## config.mk

```make
export PLATFORM = sky130hd
export DESIGN_NAME = aui_blk_gen_ctrl
export DESIGN_NICKNAME = d
export VERILOG_FILES = /design/src/rtl/aui_blk_pkg.sv /design/src/rtl/blk_skid_buf.sv /design/src/rtl/aui_blk_gen_ctrl.sv
export SDC_FILE = /design/constraint.sdc
export NUM_CORES = 2
export LEC_CHECK = 0
export BUFFER_PORTS_ARGS = -buffer_cell sky130_fd_sc_hd__clkbuf_2
export CAP_MARGIN = 20
export CORE_AREA = 4 4 423 425
export DETAILED_ROUTE_END_ITERATION = 6
export DIE_AREA = 0 0 427 429
export PLACE_DENSITY = 0.41
export SLEW_MARGIN = 10
export SYNTH_ARGS = -nofsm -noshare
export SYNTH_HDL_FRONTEND = slang
export SYNTH_HIERARCHICAL = 1
export SYNTH_SLANG_ARGS = --single-unit
```

## constraint.sdc

```tcl
create_clock -name clk -period 11.08 [get_ports clk]
set_input_delay 1.108 -clock clk [delete_from_list [all_inputs] [get_ports clk]]
set_output_delay 1.108 -clock clk [all_outputs]
set_load 0.1 [all_outputs]
```

## src/rtl/aui_blk_pkg.sv

```systemverilog
// ---------------------------------------------------------------------------
// aui_blk_pkg
// Shared types and constants for the AUI 257b block generator controller.
//   BLK_W          : block width, fixed by the AUI 257b format
//   blk_t          : one 257b block
//   ctrl_state_e   : sequencing FSM states
//   LFSR_SAFE_SEED : substitute for an all-zero seed (an LFSR locks at zero)
// ---------------------------------------------------------------------------
package aui_blk_pkg;

  localparam int BLK_W = 257;

  typedef logic [BLK_W-1:0] blk_t;

  typedef enum logic [2:0] {
    ST_IDLE,
    ST_SEED,
    ST_RUN,
    ST_GAP,
    ST_DRAIN
  } ctrl_state_e;

  localparam blk_t LFSR_SAFE_SEED = 257'h1;

  // An all-zero LFSR state never leaves zero, so it is swapped for a safe one.
  function automatic blk_t safe_seed(input blk_t seed);
    return (seed == '0) ? LFSR_SAFE_SEED : seed;
  endfunction

endpackage

```

## src/rtl/blk_skid_buf.sv

```systemverilog
// ---------------------------------------------------------------------------
// blk_skid_buf
// Two-entry FIFO between the block generator and the downstream block lane.
// Lets a write and a pop happen in the same cycle, so a stalled consumer
// never costs throughput once it releases.
//   clk, rst  : clock, asynchronous active-high reset (flushes the buffer)
//   wr_en     : write wr_data this cycle
//   wr_data   : block to store
//   rd_valid  : head entry available
//   rd_ready  : consumer accepts the head entry this cycle
//   rd_data   : head entry (0 while empty), stable while stalled
//   occ       : current number of stored entries (0..2)
// ---------------------------------------------------------------------------
module blk_skid_buf
  import aui_blk_pkg::*;
(
  input  logic       clk,
  input  logic       rst,
  input  logic       wr_en,
  input  blk_t       wr_data,
  output logic       rd_valid,
  input  logic       rd_ready,
  output blk_t       rd_data,
  output logic [1:0] occ
);

  blk_t       mem [2];
  logic       wr_ptr;
  logic       rd_ptr;
  logic [1:0] occ_q;
  logic       push;
  logic       pop;

  assign rd_valid = (occ_q != 2'd0);
  assign pop      = rd_valid && rd_ready;
  // A write into a full buffer is only legal when the head leaves at once.
  assign push     = wr_en && ((occ_q != 2'd2) || pop);
  assign occ      = occ_q;

  // Gate the head so the lane reads zero while empty, including after reset.
  assign rd_data  = rd_valid ? mem[rd_ptr] : '0;

  always_ff @(posedge clk or posedge rst) begin
    if (rst) begin
      occ_q  <= 2'd0;
      wr_ptr <= 1'b0;
      rd_ptr <= 1'b0;
    end else begin
      if (push) wr_ptr <= ~wr_ptr;
      if (pop)  rd_ptr <= ~rd_ptr;
      unique case ({push, pop})
        2'b10:   occ_q <= occ_q + 2'd1;
        2'b01:   occ_q <= occ_q - 2'd1;
        default: occ_q <= occ_q;
      endcase
    end
  end

  // NOTE: storage is deliberately left out of reset; occupancy is reset and
  // the output is gated, so stale contents are never observable.
  always_ff @(posedge clk) begin
    if (push) mem[wr_ptr] <= wr_data;
  end

endmodule

```

## src/rtl/aui_blk_gen_ctrl.sv

```systemverilog
// ---------------------------------------------------------------------------
// aui_blk_gen_ctrl
// Sequencing controller for the 257b AUI LFSR block generator. On start it
// captures the run configuration, loads the generator seed, then issues
// one-cycle generate enables in bursts separated by optional idle gaps.
// Generated blocks pass through a 2-entry skid buffer onto a valid/ready lane.
//   clk, rst         : clock, asynchronous active-high reset
//   start / stop     : begin run (IDLE only) / abort run (SEED, RUN, GAP)
//   cfg_continuous   : 1 = repeat bursts until stop, 0 = one burst
//   cfg_burst_len    : blocks per burst
//   cfg_gap_len      : idle cycles between bursts in continuous mode
//   cfg_seed         : generator seed (zero is replaced by 1)
//   gen_load/gen_seed: load seed into the generator / captured seed
//   gen_en           : request one block (data returns the next cycle)
//   gen_data/valid   : generated block and its strobe
//   blk_data/valid/ready : downstream block lane
//   busy             : controller not idle
//   done / aborted   : one-cycle end pulses (normal / stop-initiated)
//   blk_cnt          : accepted downstream handshakes since last start
//   proto_err        : sticky, gen_valid seen with no request outstanding
// ---------------------------------------------------------------------------
module aui_blk_gen_ctrl
  import aui_blk_pkg::*;
#(
  parameter int BURST_W = 16,
  parameter int GAP_W   = 8,
  parameter int CNT_W   = 32
) (
  input  logic               clk,
  input  logic               rst,
  input  logic               start,
  input  logic               stop,
  input  logic               cfg_continuous,
  input  logic [BURST_W-1:0] cfg_burst_len,
  input  logic [GAP_W-1:0]   cfg_gap_len,
  input  logic [BLK_W-1:0]   cfg_seed,
  output logic               gen_load,
  output logic [BLK_W-1:0]   gen_seed,
  output logic               gen_en,
  input  logic [BLK_W-1:0]   gen_data,
  input  logic               gen_valid,
  output logic [BLK_W-1:0]   blk_data,
  output logic               blk_valid,
  input  logic               blk_ready,
  output logic               busy,
  output logic               done,
  output logic               aborted,
  output logic [CNT_W-1:0]   blk_cnt,
  output logic               proto_err
);

  ctrl_state_e        state_q;
  logic               cont_q;
  logic [BURST_W-1:0] burst_len_q;
  logic [GAP_W-1:0]   gap_len_q;
  logic [BURST_W-1:0] issued_q;
  logic [GAP_W-1:0]   gap_cnt_q;
  logic               inflight_q;   // a gen_en was issued last cycle
  logic               stop_seen_q;  // current drain was caused by stop

  logic [1:0] occ;
  logic       pop;
  logic       buf_wr;
  logic [2:0] pending;
  logic       issue_last;
  logic       drain_done;
  logic       start_acc;

  // Skid buffer; data arriving with no request outstanding is dropped.
  assign buf_wr = gen_valid && inflight_q;

  blk_skid_buf u_skid (
    .clk      (clk),
    .rst      (rst),
    .wr_en    (buf_wr),
    .wr_data  (gen_data),
    .rd_valid (blk_valid),
    .rd_ready (blk_ready),
    .rd_data  (blk_data),
    .occ      (occ)
  );

  assign pop       = blk_valid && blk_ready;
  assign start_acc = (state_q == ST_IDLE) && start;
  assign busy      = (state_q != ST_IDLE);
  assign gen_load  = (state_q == ST_SEED);

  // NOTE: every signal written in always_comb gets a default first, so no
  // path through the block can leave a latch behind.
  always_comb begin
    // Entries the buffer will hold once this cycle's pop and the pending
    // return settle; issuing only while this is below 2 rules out overflow
    // and still sustains one block per cycle when the consumer is ready.
    pending    = 3'(occ) + 3'(inflight_q) - 3'(pop);
    gen_en     = 1'b0;
    issue_last = 1'b0;
    if (state_q == ST_RUN && issued_q < burst_len_q && pending < 3'd2) begin
      gen_en     = 1'b1;
      issue_last = ((issued_q + 1'b1) == burst_len_q);
    end
    // Exit on the cycle the final block is popped, so done follows directly.
    drain_done = !inflight_q && ((occ == 2'd0) || (occ == 2'd1 && pop));
  end

  always_ff @(posedge clk or posedge rst) begin
    if (rst) begin
      state_q     <= ST_IDLE;
      cont_q      <= 1'b0;
      burst_len_q <= '0;
      gap_len_q   <= '0;
      issued_q    <= '0;
      gap_cnt_q   <= '0;
      inflight_q  <= 1'b0;
      stop_seen_q <= 1'b0;
      gen_seed    <= '0;
      done        <= 1'b0;
      aborted     <= 1'b0;
      blk_cnt     <= '0;
      proto_err   <= 1'b0;
    end else begin
      done       <= 1'b0;
      aborted    <= 1'b0;
      inflight_q <= gen_en;

      if (start_acc)  blk_cnt <= '0;
      else if (pop)   blk_cnt <= blk_cnt + 1'b1;

      unique case (state_q)
        ST_IDLE: begin
          if (start) begin
            state_q     <= ST_SEED;
            cont_q      <= cfg_continuous;
            burst_len_q <= cfg_burst_len;
            gap_len_q   <= cfg_gap_len;
            gen_seed    <= safe_seed(cfg_seed);
            issued_q    <= '0;
            stop_seen_q <= 1'b0;
            proto_err   <= 1'b0;
          end
        end

        ST_SEED: begin
          if (stop) begin
            state_q     <= ST_DRAIN;
            stop_seen_q <= 1'b1;
          end else if (burst_len_q == '0) begin
            state_q <= ST_DRAIN;
          end else begin
            state_q <= ST_RUN;
          end
        end

        ST_RUN: begin
          if (gen_en) issued_q <= issued_q + 1'b1;
          if (stop) begin
            state_q     <= ST_DRAIN;
            stop_seen_q <= 1'b1;
          end else if (issue_last) begin
            if (!cont_q) begin
              state_q <= ST_DRAIN;
            end else if (gap_len_q != '0) begin
              state_q   <= ST_GAP;
              gap_cnt_q <= gap_len_q;
            end else begin
              // Back-to-back bursts: restart the count without leaving RUN.
              issued_q <= '0;
            end
          end
        end

        ST_GAP: begin
          if (stop) begin
            state_q     <= ST_DRAIN;
            stop_seen_q <= 1'b1;
          end else if (gap_cnt_q == GAP_W'(1)) begin
            state_q  <= ST_RUN;
            issued_q <= '0;
          end else begin
            gap_cnt_q <= gap_cnt_q - 1'b1;
          end
        end

        ST_DRAIN: begin
          if (drain_done) begin
            state_q <= ST_IDLE;
            if (stop_seen_q) aborted <= 1'b1;
            else             done    <= 1'b1;
          end
        end

        default: state_q <= ST_IDLE;
      endcase

      // Placed after the start clear so a simultaneous spurious strobe wins.
      if (gen_valid && !inflight_q) proto_err <= 1'b1;
    end
  end

endmodule
```

# Word level (Yosys, flattened, before mapping)
# Memory sizes are Yosys's and may differ from the RTL's.
# Cells that the tools add are included.
# totals
mem_count,1
output_inout_bits,553
ram_bits,514
reg_bits,350
# classes
n_reduce_logical,33
addsub,7
n_mux,47
magnitude_cmp,2
n_bitwise,2
n_eq_ne,23
# mem_list
memory,depth,width,rd,rd_clocked_by_memory_dff,wr,line,rtl
u_skid.mem,2,257,1,0,1,blk_skid_buf.sv:27,blk_t mem [2];
# op_table
operator,count
$mux W257,2
$logic_not A257 Y1,1
$mux W16,8
$mux W32,2
$mux W8,6
$pmux W16 S3,1
$add A32 B1 Y32 const B,1
$mux W3,10
$ne A2 B2 Y1 const B,9
$add A16 B1 Y16 const B,1
$eq A16 B16 Y1,1
$logic_not A16 Y1,1
$lt A16 B16 Y1,1
$pmux W8 S2,1
$pmux W3 S5,1
$mux W1,14
$reduce_bool A2 Y1,7
$logic_and A1 B1 Y1,9
$eq A8 B1 Y1 const B,1
$reduce_bool A8 Y1,1
$sub A8 B1 Y8 const B,1
$reduce_and A7 Y1,1
$eq A3 B2 Y1 const B,2
$ne A3 B3 Y1 const B,2
other kinds (24),30

# Logic depth before layout (Yosys ltp)
# logic_depth
word_depth,12
depth_mapped,17

# Cells and area by module
# Netlist, hierarchy kept.
# modules_own_cells
mod,cells_each,seq_area_each_um2,area_per_inst_um2,instances
blk_skid_buf,1105,15534.9,19732.7,1
aui_blk_gen_ctrl,1239,8658.3,15383.5,1

# Least setup slack after synthesis
# Ideal clock, no wire load.
# synth_path
path_type,input-to-reg
startpoint,in gen_valid
endpoint,"mem u_skid/mem[0][0] (netlist name), enable pin"
setup_ps,880
arrival_ps,12017
n_path_buf,0
path_slack_ps,-1816
t_required_ps,10200
path_stages,3
cell_sequence,and2_1 o31ai_4 nor2_1
# synth_between
elab_chain_cells,4
# synth_rtl
element,line,rtl
from (decl),aui_blk_gen_ctrl.sv:41,"input logic gen_valid,"
$logic_and A1 B1 Y1,aui_blk_gen_ctrl.sv:70,assign buf_wr = gen_valid && inflight_q;
$logic_and A1 B1 Y1,blk_skid_buf.sv:37,assign push = wr_en && ((occ_q != 2'd2) || pop);
$mux W1,blk_skid_buf.sv:62,if (push) mem[wr_ptr] <= wr_data;
$mux W1 (implied by the code),blk_skid_buf.sv:62,
to (decl),blk_skid_buf.sv:27,
# No other way between the ends.

# Worst setup path in the final report
# layout_path
startpoint,"reg u_skid.occ_q[0], in the netlist u_skid/occ[0]"
endpoint,out gen_en
# layout_between
elab_chain_cells,6
# layout_rtl
element,line,rtl
from (decl),blk_skid_buf.sv:30,logic [1:0] occ_q;
from (signal assigned),blk_skid_buf.sv:52,2'b10: occ_q <= occ_q + 2'd1;
from (signal assigned),blk_skid_buf.sv:53,2'b01: occ_q <= occ_q - 2'd1;
from (signal assigned),blk_skid_buf.sv:54,default: occ_q <= occ_q;
branches (longest 2 deep; another with $add A2 B1 Y3),n/a,
$sub A3 B1 Y3 (*),aui_blk_gen_ctrl.sv:94,pending = 3'(occ) + 3'(inflight_q) - 3'(pop);
$lt A3 B2 Y1 (*),aui_blk_gen_ctrl.sv:97,if (state_q == ST_RUN && issued_q < burst_len_q && pending < 3'd2) begin
$logic_and A1 B1 Y1 (*),aui_blk_gen_ctrl.sv:97,
$mux W1 (*),aui_blk_gen_ctrl.sv:97,
to (decl),aui_blk_gen_ctrl.sv:39,"output logic gen_en,"
# Every way passes the cells marked *.

==> run metrics <==
clock-pin slew on the worst setup and hold paths=60 ps; Worst Tran Pin Value=1190 ps; placed cell areas=43,000 um^2; RD Place Congestion=1.08; Final Cycle Share=48.9%; DRT Pass-1 Iters=5; dpl hpwl=around 130,000 um; CTS tree=yes; Inserted Clock Buffers=approximately 110; Synth Cell Area=35,100 um^2; Yosys top cell area share=44.0%; setup repair bufs after CTS=0; Reg2Reg Depth=13; IO buf count=around 1,100; f_max=0.185 GHz; share of layout cells above drive strength 1=roughly 44%; Clock Skew=58.8 ps; Commonest cells post-synth=edfxtp_1 (514), dfrtp_1 (350), nor2_1 (307); Final Max Tran Viols=0; Synth area leaders=edfxtp_1 (44%), dfrtp_1 (25%), mux2_2 (8.6%); Placement Setup Slack=5830 ps; largest area contributor in the netlist=edfxtp_1; syn nets=between 2,000 and 3,000; Residual DRC=0; CTS resizes=0; non-filler cells in the finished layout=5,893; top-count cell post-synth=edfxtp_1; Setup-failing EPs final=0; Core Rows=154; die footprint=183,000 um^2; clk_lat worst skew=760 ps; dpl cells=5,683; CTS root buf=clkbuf_16; Tmin final=about 5400 ps; initial antenna violation count=69; Crit. End Element=output port; Yosys warnings=6; Slew headroom=20.7%; Nets=4,020; Hold WC Path Type=primary input to async pin; clk sinks=864; register area share after synthesis=68.9%; post-route cell area=roughly 46,000 um^2; Worst setup SP type=register; Detailed Route WL=168,000 um; CP Max Fanout=17; max cap viols=0; Die Span Y=429 um; Longest Clk Path Bufs=3; CP arrival=4300 ps; GRT Util Overall=17.8%; WS Path Type=register to output port; Post-CTS Hold Fix Bufs=0; first-pass GRT wire length=223,000 um; synthesized instance count=2,344; H-tree Lvls=3; vias in the first global route=24,695; global route overflow=0; Data required, critical path=9970 ps; mean post-synth cell area=15.0 um^2; Initial Util=approximately a fifth; layout filler cell count=18,509; post-route worst setup slack=5670 ps; count of state elements after synthesis=between 800 and 900; core box area=175,000 um^2; number of synthesized flops with an enable pin=514; async set or reset register ratio after synthesis=40.5%; status=finished clean; initial drt markers=about 1,700; Die X=427 um; drt wl/cell=between 20 and 30 um; synth unique cells=63; RSZ-0062 raised after global routing=no; Via-to-Cell Ratio=4.19; synth-to-layout area growth=32.3%; largest net degree at the start of global routing=168; Final Hold Fails=0; Routed Antenna Nets=0; Post-synth top flop=edfxtp_1; Min Hold Slack=359 ps; IO Pins=1,098; Via Count=approximately 25,000
[registers in the layout, summed over array words and instances (netlist names)]
name and count:
u_skid/occ 2, burst_len_q 16, done 1, cont_q 1
aborted 1, state_q 3, gap_len_q 8, gap_cnt_q 8
issued_q 16, u_skid/rd_ptr 1, proto_err 1, stop_seen_q 1
inflight_q 1, gen_seed 257, u_skid/wr_ptr 1, blk_cnt 32
u_skid/mem 514
[stage by stage]
step                      setup TNS, ps  util (%)
final                                 0      26.5
after global routing                  0      26.5
after CTS                             0      26.5
after detailed placement              0      24.5
after global placement                0      24.5
after floorplan                 -933510         -
[area by class of cell]
type                       instances  area, um^2  share of cell area [%]
tap                             2340        2930                    6.30
multi-input combinational       1330       10000                    21.6
inverter                          35         139                   0.299
antenna                           14        35.0                  0.0754
sequential                       864       24200                    52.1
clock buffer                     150        2900                    6.24
clock inverter                    44         467                    1.00
timing repair buffer            1116        5770                    12.4
[cells by family (layout without fill, tap and decap cells)]
| logic type | count (synthesis) | after routing | synth area share, % |
|---|---|---|---|
| AO/OA/AOI/OAI | 130 | 130 | 2.41 |
| XOR/XNOR | 46 | 46 | 1.15 |
| adder cells (fa/ha/maj) | 23 | 23 | 0.841 |
| buffers and inverters | 150 | 1345 | 2.62 |
| flip-flops | 864 | 864 | 68.9 |
| multiplexers | 528 | 528 | 16.0 |
| other | 0 | 14 | 0 |
| AND/OR/NAND/NOR | 603 | 603 | 8.08 |
[path summary, 6_finish.rpt]
| kind | startpoint | endpoint | slack [ps] |
|---|---|---|---|
| max in group asynchronous | rst | gen_seed[190]$_DFFE_PP0P_ | 8310 |
| min in group clk | gen_seed[148]$_DFFE_PP0P_ | gen_seed[148]$_DFFE_PP0P_ | 500 |
| setup reg to reg | u_skid/occ[0]$_DFFE_PP0P_ | gap_cnt_q[5]$_DFFE_PP0P_ | 6020 |
| hold reg to reg | gen_seed[148]$_DFFE_PP0P_ | gen_seed[148]$_DFFE_PP0P_ | 500 |
| hold / removal | rst | u_skid/rd_ptr$_DFFE_PP0P_ | 360 |
| setup / recovery | u_skid/occ[0]$_DFFE_PP0P_ | gen_en | 5670 |
[placed cells by master, fill, tap and decap left out, types with 9 or more instances in the layout]
cell          n
dfrtp_1     349
a21oi_1      25
and4_1        9
diode_2      14
nand4_1      31
nand2_1      73
nor4_1       75
o21ai_0      46
xnor2_1      19
nor3_1       19
mux2i_1     259
xor2_1       27
or3_1        12
clkbuf_2   1097
nor2_1      304
clkinv_2     15
ha_1         22
edfxtp_1    514
and3_1       14
clkbuf_1     36
nand3_1      24
clkinv_1     12
clkbuf_16   106
inv_1        34
mux2_2      269
[critical path, cell delays in order (launching register included)]
cell and delay, ps:
dfrtp_1 480, nor2_4 520, inv_1 150, and2_1 300, ha_1 310, nor2b_1 150
fa_1 440, nor4_2 300, and4_1 330, clkbuf_2 550
[routing by layer]
layer  GRT usage [%]  vias up  wire, um
li1                -    10942         -
met1            22.0    12580     68100
met2            30.2      863     83200
met3            5.11      264     12000
met4            4.59       26      4770
met5               0        -       168
Power is not shown: default switching activity piles up to over one toggle a cycle in this logic, so the estimate is an artifact.
